[config.mk]
export PLATFORM = sky130hd
export DESIGN_NAME = sdt_mem_slave
export DESIGN_NICKNAME = d
export VERILOG_FILES = /design/src/rtl/sdt_pkg.sv /design/src/rtl/sdt_mem_array.sv /design/src/rtl/sdt_mem_slave.sv
export SDC_FILE = /design/constraint.sdc
export NUM_CORES = 2
export LEC_CHECK = 0
export ABC_AREA = 0
export ABC_CLOCK_PERIOD_IN_PS = 4140
export BUFFER_PORTS_ARGS = -buffer_cell sky130_fd_sc_hd__buf_2
export CAP_MARGIN = 40
export CORE_ASPECT_RATIO = 0.8
export CORE_MARGIN = 5
export CORE_UTILIZATION = 60
export CTS_CLUSTER_SIZE = 40
export DETAILED_ROUTE_END_ITERATION = 10
export GPL_TIMING_DRIVEN = 0
export PLACE_DENSITY = 0.72
export SLEW_MARGIN = 0
export SYNTH_ARGS = -nofsm -noshare
export SYNTH_HDL_FRONTEND = slang
export SYNTH_SLANG_ARGS = --single-unit
[constraint.sdc]
create_clock -name clk -period 4.14 [get_ports clk]
set_input_delay 0.621 -clock clk [delete_from_list [all_inputs] [get_ports clk]]
set_output_delay 0.621 -clock clk [all_outputs]
set_load 0.03 [all_outputs]
[src/rtl/sdt_pkg.sv]
// Shared types and limits for the SDT memory target.
package sdt_pkg;

    localparam int MAX_LATENCY = 15;

    typedef enum logic [1:0] {
        IDLE,
        WAIT,
        ACK
    } sdt_slv_state_e;

    typedef enum logic {
        READ,
        WRITE
    } sdt_op_e;

endpackage

[src/rtl/sdt_mem_array.sv]
// Flop-based word storage with async reset to RESET_VALUE,
// one synchronous write port and one combinational read port.
module sdt_mem_array #(
    parameter int                    ADDR_WIDTH  = 8,
    parameter int                    DATA_WIDTH  = 8,
    parameter logic [DATA_WIDTH-1:0] RESET_VALUE = '0
) (
    input  logic                  clk,
    input  logic                  rst,
    input  logic                  we,
    input  logic [ADDR_WIDTH-1:0] waddr,
    input  logic [DATA_WIDTH-1:0] wdata,
    input  logic [ADDR_WIDTH-1:0] raddr,
    output logic [DATA_WIDTH-1:0] rdata
);

    localparam int unsigned DEPTH = 2 ** ADDR_WIDTH;

    logic [DATA_WIDTH-1:0] mem_q [DEPTH];

    always_ff @(posedge clk or negedge rst) begin
        if (!rst) begin
            for (int unsigned i = 0; i < DEPTH; i++) begin
                mem_q[i] <= RESET_VALUE;
            end
        end else if (we) begin
            mem_q[waddr] <= wdata;
        end
    end

    assign rdata = mem_q[raddr];

endmodule

[src/rtl/sdt_mem_slave.sv]
// SDT memory target: accepts rd/wr requests, acks after LATENCY cycles,
// returns read data in the ack cycle and flags protocol misuse.
module sdt_mem_slave
    import sdt_pkg::*;
#(
    parameter int                    ADDR_WIDTH  = 8,
    parameter int                    DATA_WIDTH  = 8,
    parameter int                    LATENCY     = 2,
    parameter logic [DATA_WIDTH-1:0] RESET_VALUE = '0
) (
    input  logic                  clk,
    input  logic                  rst,
    input  logic                  rd,
    input  logic                  wr,
    input  logic [ADDR_WIDTH-1:0] addr,
    input  logic [DATA_WIDTH-1:0] wr_data,
    output logic [DATA_WIDTH-1:0] rd_data,
    output logic                  ack,
    output logic                  busy,
    output logic                  err_proto
);

    generate
        if (LATENCY < 1 || LATENCY > MAX_LATENCY) begin : g_latency_check
            $error("sdt_mem_slave: LATENCY must lie in 1..15");
        end
    endgenerate

    localparam logic [3:0] CNT_INIT = (LATENCY >= 2) ? 4'(LATENCY - 2) : 4'd0;

    sdt_slv_state_e        state_q,    state_d;
    sdt_op_e               op_q,       op_d;
    logic [3:0]            cnt_q,      cnt_d;
    logic [ADDR_WIDTH-1:0] cap_addr_q, cap_addr_d;
    logic [DATA_WIDTH-1:0] cap_data_q, cap_data_d;
    logic [DATA_WIDTH-1:0] rd_data_q,  rd_data_d;
    logic                  ack_q,      ack_d;
    logic                  busy_q,     busy_d;
    logic                  err_q,      err_d;

    logic                  mem_we;
    logic [ADDR_WIDTH-1:0] mem_raddr;
    logic [DATA_WIDTH-1:0] mem_rdata;
    logic [DATA_WIDTH-1:0] read_word;

    sdt_mem_array #(
        .ADDR_WIDTH  (ADDR_WIDTH),
        .DATA_WIDTH  (DATA_WIDTH),
        .RESET_VALUE (RESET_VALUE)
    ) u_mem (
        .clk   (clk),
        .rst   (rst),
        .we    (mem_we),
        .waddr (cap_addr_q),
        .wdata (cap_data_q),
        .raddr (mem_raddr),
        .rdata (mem_rdata)
    );

    // Storage is committed at the edge that ends the ACK cycle of a write.
    assign mem_we = (state_q == ACK) && (op_q == WRITE);

    // With LATENCY=1 the read data is loaded on the accepting edge, so the
    // live address has to drive the read port while idle.
    assign mem_raddr = (state_q == IDLE) ? addr : cap_addr_q;
    assign read_word = (mem_we && (cap_addr_q == mem_raddr)) ? cap_data_q : mem_rdata;

    always_ff @(posedge clk or negedge rst) begin
        if (!rst) begin
            state_q    <= IDLE;
            op_q       <= READ;
            cnt_q      <= '0;
            cap_addr_q <= '0;
            cap_data_q <= '0;
            rd_data_q  <= '0;
            ack_q      <= 1'b0;
            busy_q     <= 1'b0;
            err_q      <= 1'b0;
        end else begin
            state_q    <= state_d;
            op_q       <= op_d;
            cnt_q      <= cnt_d;
            cap_addr_q <= cap_addr_d;
            cap_data_q <= cap_data_d;
            rd_data_q  <= rd_data_d;
            ack_q      <= ack_d;
            busy_q     <= busy_d;
            err_q      <= err_d;
        end
    end

    always_comb begin
        state_d    = state_q;
        op_d       = op_q;
        cnt_d      = cnt_q;
        cap_addr_d = cap_addr_q;
        cap_data_d = cap_data_q;
        rd_data_d  = '0;
        ack_d      = 1'b0;
        busy_d     = busy_q;
        err_d      = err_q;

        unique case (state_q)
            IDLE: begin
                if (rd || wr) begin
                    cap_addr_d = addr;
                    cap_data_d = wr_data;
                    op_d       = wr ? WRITE : READ;
                    busy_d     = 1'b1;
                    if (rd && wr) begin
                        err_d = 1'b1;
                    end
                    if (LATENCY == 1) begin
                        state_d = ACK;
                        ack_d   = 1'b1;
                        if (!wr) begin
                            rd_data_d = read_word;
                        end
                    end else begin
                        state_d = WAIT;
                        cnt_d   = CNT_INIT;
                    end
                end
            end
            WAIT: begin
                if (!rd && !wr) begin
                    err_d = 1'b1;
                end
                if (cnt_q == 4'd0) begin
                    state_d = ACK;
                    ack_d   = 1'b1;
                    if (op_q == READ) begin
                        rd_data_d = read_word;
                    end
                end else begin
                    cnt_d = cnt_q - 4'd1;
                end
            end
            ACK: begin
                state_d = IDLE;
                busy_d  = 1'b0;
            end
            default: begin
                state_d = IDLE;
                busy_d  = 1'b0;
            end
        endcase
    end

    assign rd_data   = rd_data_q;
    assign ack       = ack_q;
    assign busy      = busy_q;
    assign err_proto = err_q;

endmodule

==> flow_summary_export.csv <==
group,metric,value,unit
logic_synthesis,number_of_distinct_library_cells_after_synthesis,68,
global_routing,grt_max_degree,178,
power,clockPowerShare,23.7,%
logic_synthesis,async_flop_share,100,%
logic_synthesis,synth_edf_count,0,
timing,max_clock_freq,229,MHz
placed_design,placement.io_buffers,30,
floorplan,die_width,457,um
global_routing,grt_util_all_layers,50.1,%
logic_synthesis,mappedNetlistNets,7649,
floorplan,core_region_area,159000,um2
logic_synthesis,postSynth.topFlopCell,"sky130_fd_sc_hd__dfrtp_1",
drt,route.detailed.vias_per_inst,7.10,
placed_design,final_hpwl_from_detailed_placement,313000,um
timing,hold_violations,0,
placed_design,dpl-instance-area,102000,um2
placed_design,place_ws,-1300,ps
drt,drc,0,
power,power.net_switching,40.3,mW
floorplan,floorplan.initialDensity,60.2,%
logic_synthesis,synth_warnings,0,
power,static_leakage,52.7,nW
timing,layout_setup_ws,-222,ps
global_routing,grt_antenna_before_repair,59,
worst_hold_path,worstHoldPathType,"in -> reg",
job,maxCapViolCount,0,
power,p_int,41.9,mW
drt,drt_pass1_iterations,9,
logic_synthesis,seq_area_frac_synth,54.4,%
floorplan,std_cell_rows,131,
timing,maximum_clock_skew_at_final_layout,43.6,ps
logic_synthesis,syn_area_per_cell,12.5,um2
timing,final.period_utilization,105,%
cells_and_area,flow.area_growth_from_synthesis,14.8,%
clock_tree,cts_inserted_buffers,200,
clock_tree,clkSlewWorstSetupHoldPaths,70,ps
power,combPwrFrac,49.8,%
timing,max_slew.worst_pin.slew,1070,ps
worst_setup_path,startpoint_type,"register",
worst_setup_path,timing.critical_path.to_type,"register",
power,p_sw_share,49.0,%
outcome,run_status,"complete, but fails checks",
clock_tree,number_of_clock_sinks,2082,
timing,fin_crit,4360,ps
cells_and_area,layout.filler_cells,11325,
drt,ant_nets,0,
placed_design,dpl.cell_count,10017,
floorplan,dieHeight,367,um
timing,timing.max_slew.rel_slack,28.8,%
outcome,violations,"setup timing",
clock_tree,htreeDepth,4,
power,sequentialPowerShare,26.5,%
drt,via_count,74216,
cells_and_area,layout-drive-gt1-share,38.2,%
logic_synthesis,ys_seq_elements,2082,
clock_tree,buffer_cell_driving_the_clock_tree_root,"sky130_fd_sc_hd__clkbuf_16",
worst_setup_path,critPathMaxFanout,10,
worst_setup_path,crit_slowest_cell,"sky130_fd_sc_hd__nand4_1",
drt,detailedRoute.firstIterationViolations,11142,
worst_setup_path,crit_arrival,5140,ps
worst_setup_path,cp_cell_sequence,"buf_6 > o21a_1 > nor2_4 > buf_4 > buf_4 > clkbuf_1 > buf_8 > nand2_1 > nand3_1 > nand4_1 > nand4_1 > nand4_1 > and4_4 > nor2_4",
clock_tree,clk_latency,890,ps
timing,slew_violations,0,
worst_setup_path,critical_path.max_stage_delay,630,ps
cells_and_area,final_cell_area,110000,um2
clock_tree,clock_tree_from_tritoncts,"yes",
floorplan,die_area,168000,um2
global_routing,wire_length_of_the_first_global_routing_pass,580000,um
clock_tree,cts_buffer_depth,3,
logic_synthesis,syn_inst,7627,
power,ir_drop,581,uV
logic_synthesis,synthesis.area,95700,um2
global_routing,overflow,0,
worst_setup_path,cp_common_cell,"sky130_fd_sc_hd__nand4_1",
power,power_density,748,nW/um2
cells_and_area,final_layout_net_count,8132,
power,report.power.total,82.3,mW
drt,routed_wl,424000,um
drt,routed_wire_length_per_instance,40.5,um
floorplan,ioPinCount,31,
worst_setup_path,worst-setup-path-type,"reg -> reg",
cells_and_area,final_standard_cell_count_with_taps_included_and_fillers_excluded,10454,
worst_setup_path,cp.required,4920,ps
timing,rsz_0062_raised_after_global_routing,"true",
global_routing,first_global_vias,72371,
timing,setup_viol_count_final,146,
placed_design,gpl_congestion,1.11,
==> path summary, 6_finish.rpt <==
path                            startpoint                end  slack [ps]  cells past startpoint
worst min register to register   err_proto          err_proto         480                      1
max in group asynchronous              rst  u_mem.mem_q[1012]         790                      6
min in group asynchronous              rst  u_mem.mem_q[2044]         270                      2
worst max-delay path            state_q[0]         rd_data[3]        -220                     14
worst max register to register  state_q[0]         rd_data[3]        -220                     14
worst min-delay path               addr[0]      cap_addr_q[0]           9                      2
==> layout by cell type (no fill, tap or decap), types with 98 or more instances in the layout <==
cell type / instances
sky130_fd_sc_hd__dfrtp_1: 2082
sky130_fd_sc_hd__mux2_2: 2064
sky130_fd_sc_hd__nor2_1: 105
sky130_fd_sc_hd__clkbuf_1: 354
sky130_fd_sc_hd__buf_2: 101
sky130_fd_sc_hd__nand2_1: 1295
sky130_fd_sc_hd__buf_6: 113
sky130_fd_sc_hd__a32oi_1: 137
sky130_fd_sc_hd__mux4_2: 126
sky130_fd_sc_hd__a21oi_1: 98
sky130_fd_sc_hd__nand3_1: 407
sky130_fd_sc_hd__clkbuf_16: 203
sky130_fd_sc_hd__mux2i_1: 239
sky130_fd_sc_hd__buf_4: 126
==> cell usage after synthesis, types with 9 or more instances <==
cell	number	area, um2
sky130_fd_sc_hd__dfrtp_1	2082	52100
sky130_fd_sc_hd__mux2_2	2064	23200
sky130_fd_sc_hd__nand2_1	1305	4900
sky130_fd_sc_hd__nand3_1	409	2050
sky130_fd_sc_hd__clkbuf_1	372	1400
sky130_fd_sc_hd__mux2i_1	239	2390
sky130_fd_sc_hd__a32oi_1	137	1200
sky130_fd_sc_hd__mux4_2	126	2840
sky130_fd_sc_hd__nor2_1	118	443
sky130_fd_sc_hd__buf_2	116	581
sky130_fd_sc_hd__a21oi_1	99	495
sky130_fd_sc_hd__nand4_1	85	532
sky130_fd_sc_hd__a31oi_1	80	500
sky130_fd_sc_hd__nor4_1	57	357
sky130_fd_sc_hd__o21ai_0	42	210
sky130_fd_sc_hd__buf_4	37	278
sky130_fd_sc_hd__a22o_1	33	289
sky130_fd_sc_hd__o22ai_1	30	188
sky130_fd_sc_hd__buf_6	25	282
sky130_fd_sc_hd__nor3_1	20	100
sky130_fd_sc_hd__buf_1	19	71.3
sky130_fd_sc_hd__a22oi_1	9	67.6
==> layer usage <==
layer	wire length (um)	up-vias	part of all wire, %	track usage, %
met3	66000	1452	16	25.2
met4	35500	12	8.4	33.5
met5	87	-	0.021	0
met2	165000	5958	39	65.1
li1	-	28338	-	-
met1	157000	38456	37	65.4
==> area by class of cell <==
class                           instances  area (um2)  area share [%]
Multi-Input combinational cell       4959       41400            37.7
Buffer                                577        3330            3.03
Clock inverter                         72         953           0.867
Tap cell                             2128        2660            2.42
Sequential cell                      2082       52100            47.4
Timing Repair Buffer                  285        3350            3.05
Clock buffer                          301        5970            5.43
Antenna cell                           45         113           0.102
Inverter                                5        18.8          0.0171
==> sequential cells by signal (all words and copies together) (netlist names) <==
register     cells
cap_data_q       8
cap_addr_q       8
rd_data          8
busy             1
state_q          2
u_mem.mem_q   2048
op_q             1
err_proto        1
cnt_q            4
ack              1
==> worst max-delay path, delay by kind of cell (launching register included) <==
family	cells	cell delay [ps]
AND/OR/NAND/NOR	8	2300
buffers and inverters	5	1270
flip-flops	1	410
AO/OA/AOI/OAI	1	230
==> power by group through the flow <==
stage	sequential [mW]	combinational, mW	clock, mW
after global routing	21.9	39.7	20.2
after detailed placement	22.1	36.1	0
after global placement	22.1	33.3	0
after floorplan	22.0	14.3	0
after CTS	21.8	37.4	19.4
final	21.8	41.0	19.5
==> cell families after synthesis <==
family,count (synthesis),synth area share [%]
flip-flops,2082,54.4
multiplexers,2435,29.9
AND/OR/NAND/NOR,2049,9.21
AO/OA/AOI/OAI,473,3.47
buffers and inverters,586,2.96
adder cells (fa/ha/maj),2,0.0261
==> metrics by stage <==
step           hold WS, ps  TNS [ps]  utilization [%]
2_1_floorplan          325         0                -
3_3_place_gp           461         -             62.0
3_5_place_dp           467     -9650             64.0
4_1_cts               3.33    -0.456             68.9
5_1_grt               13.3      -166             69.1
6_report              8.63     -7520             69.1
==> what timing repair did <==
item / 4_1_cts / 5_1_grt
setup endpoints to repair: 16 / 250
pin swaps: 15 / 12
hold buffers: 3 / 0
buffers inserted: 14 / 2
hold endpoints to repair: 83 / 0
gates resized for setup: 205 / 64
Power figures use the tool's default switching activity.
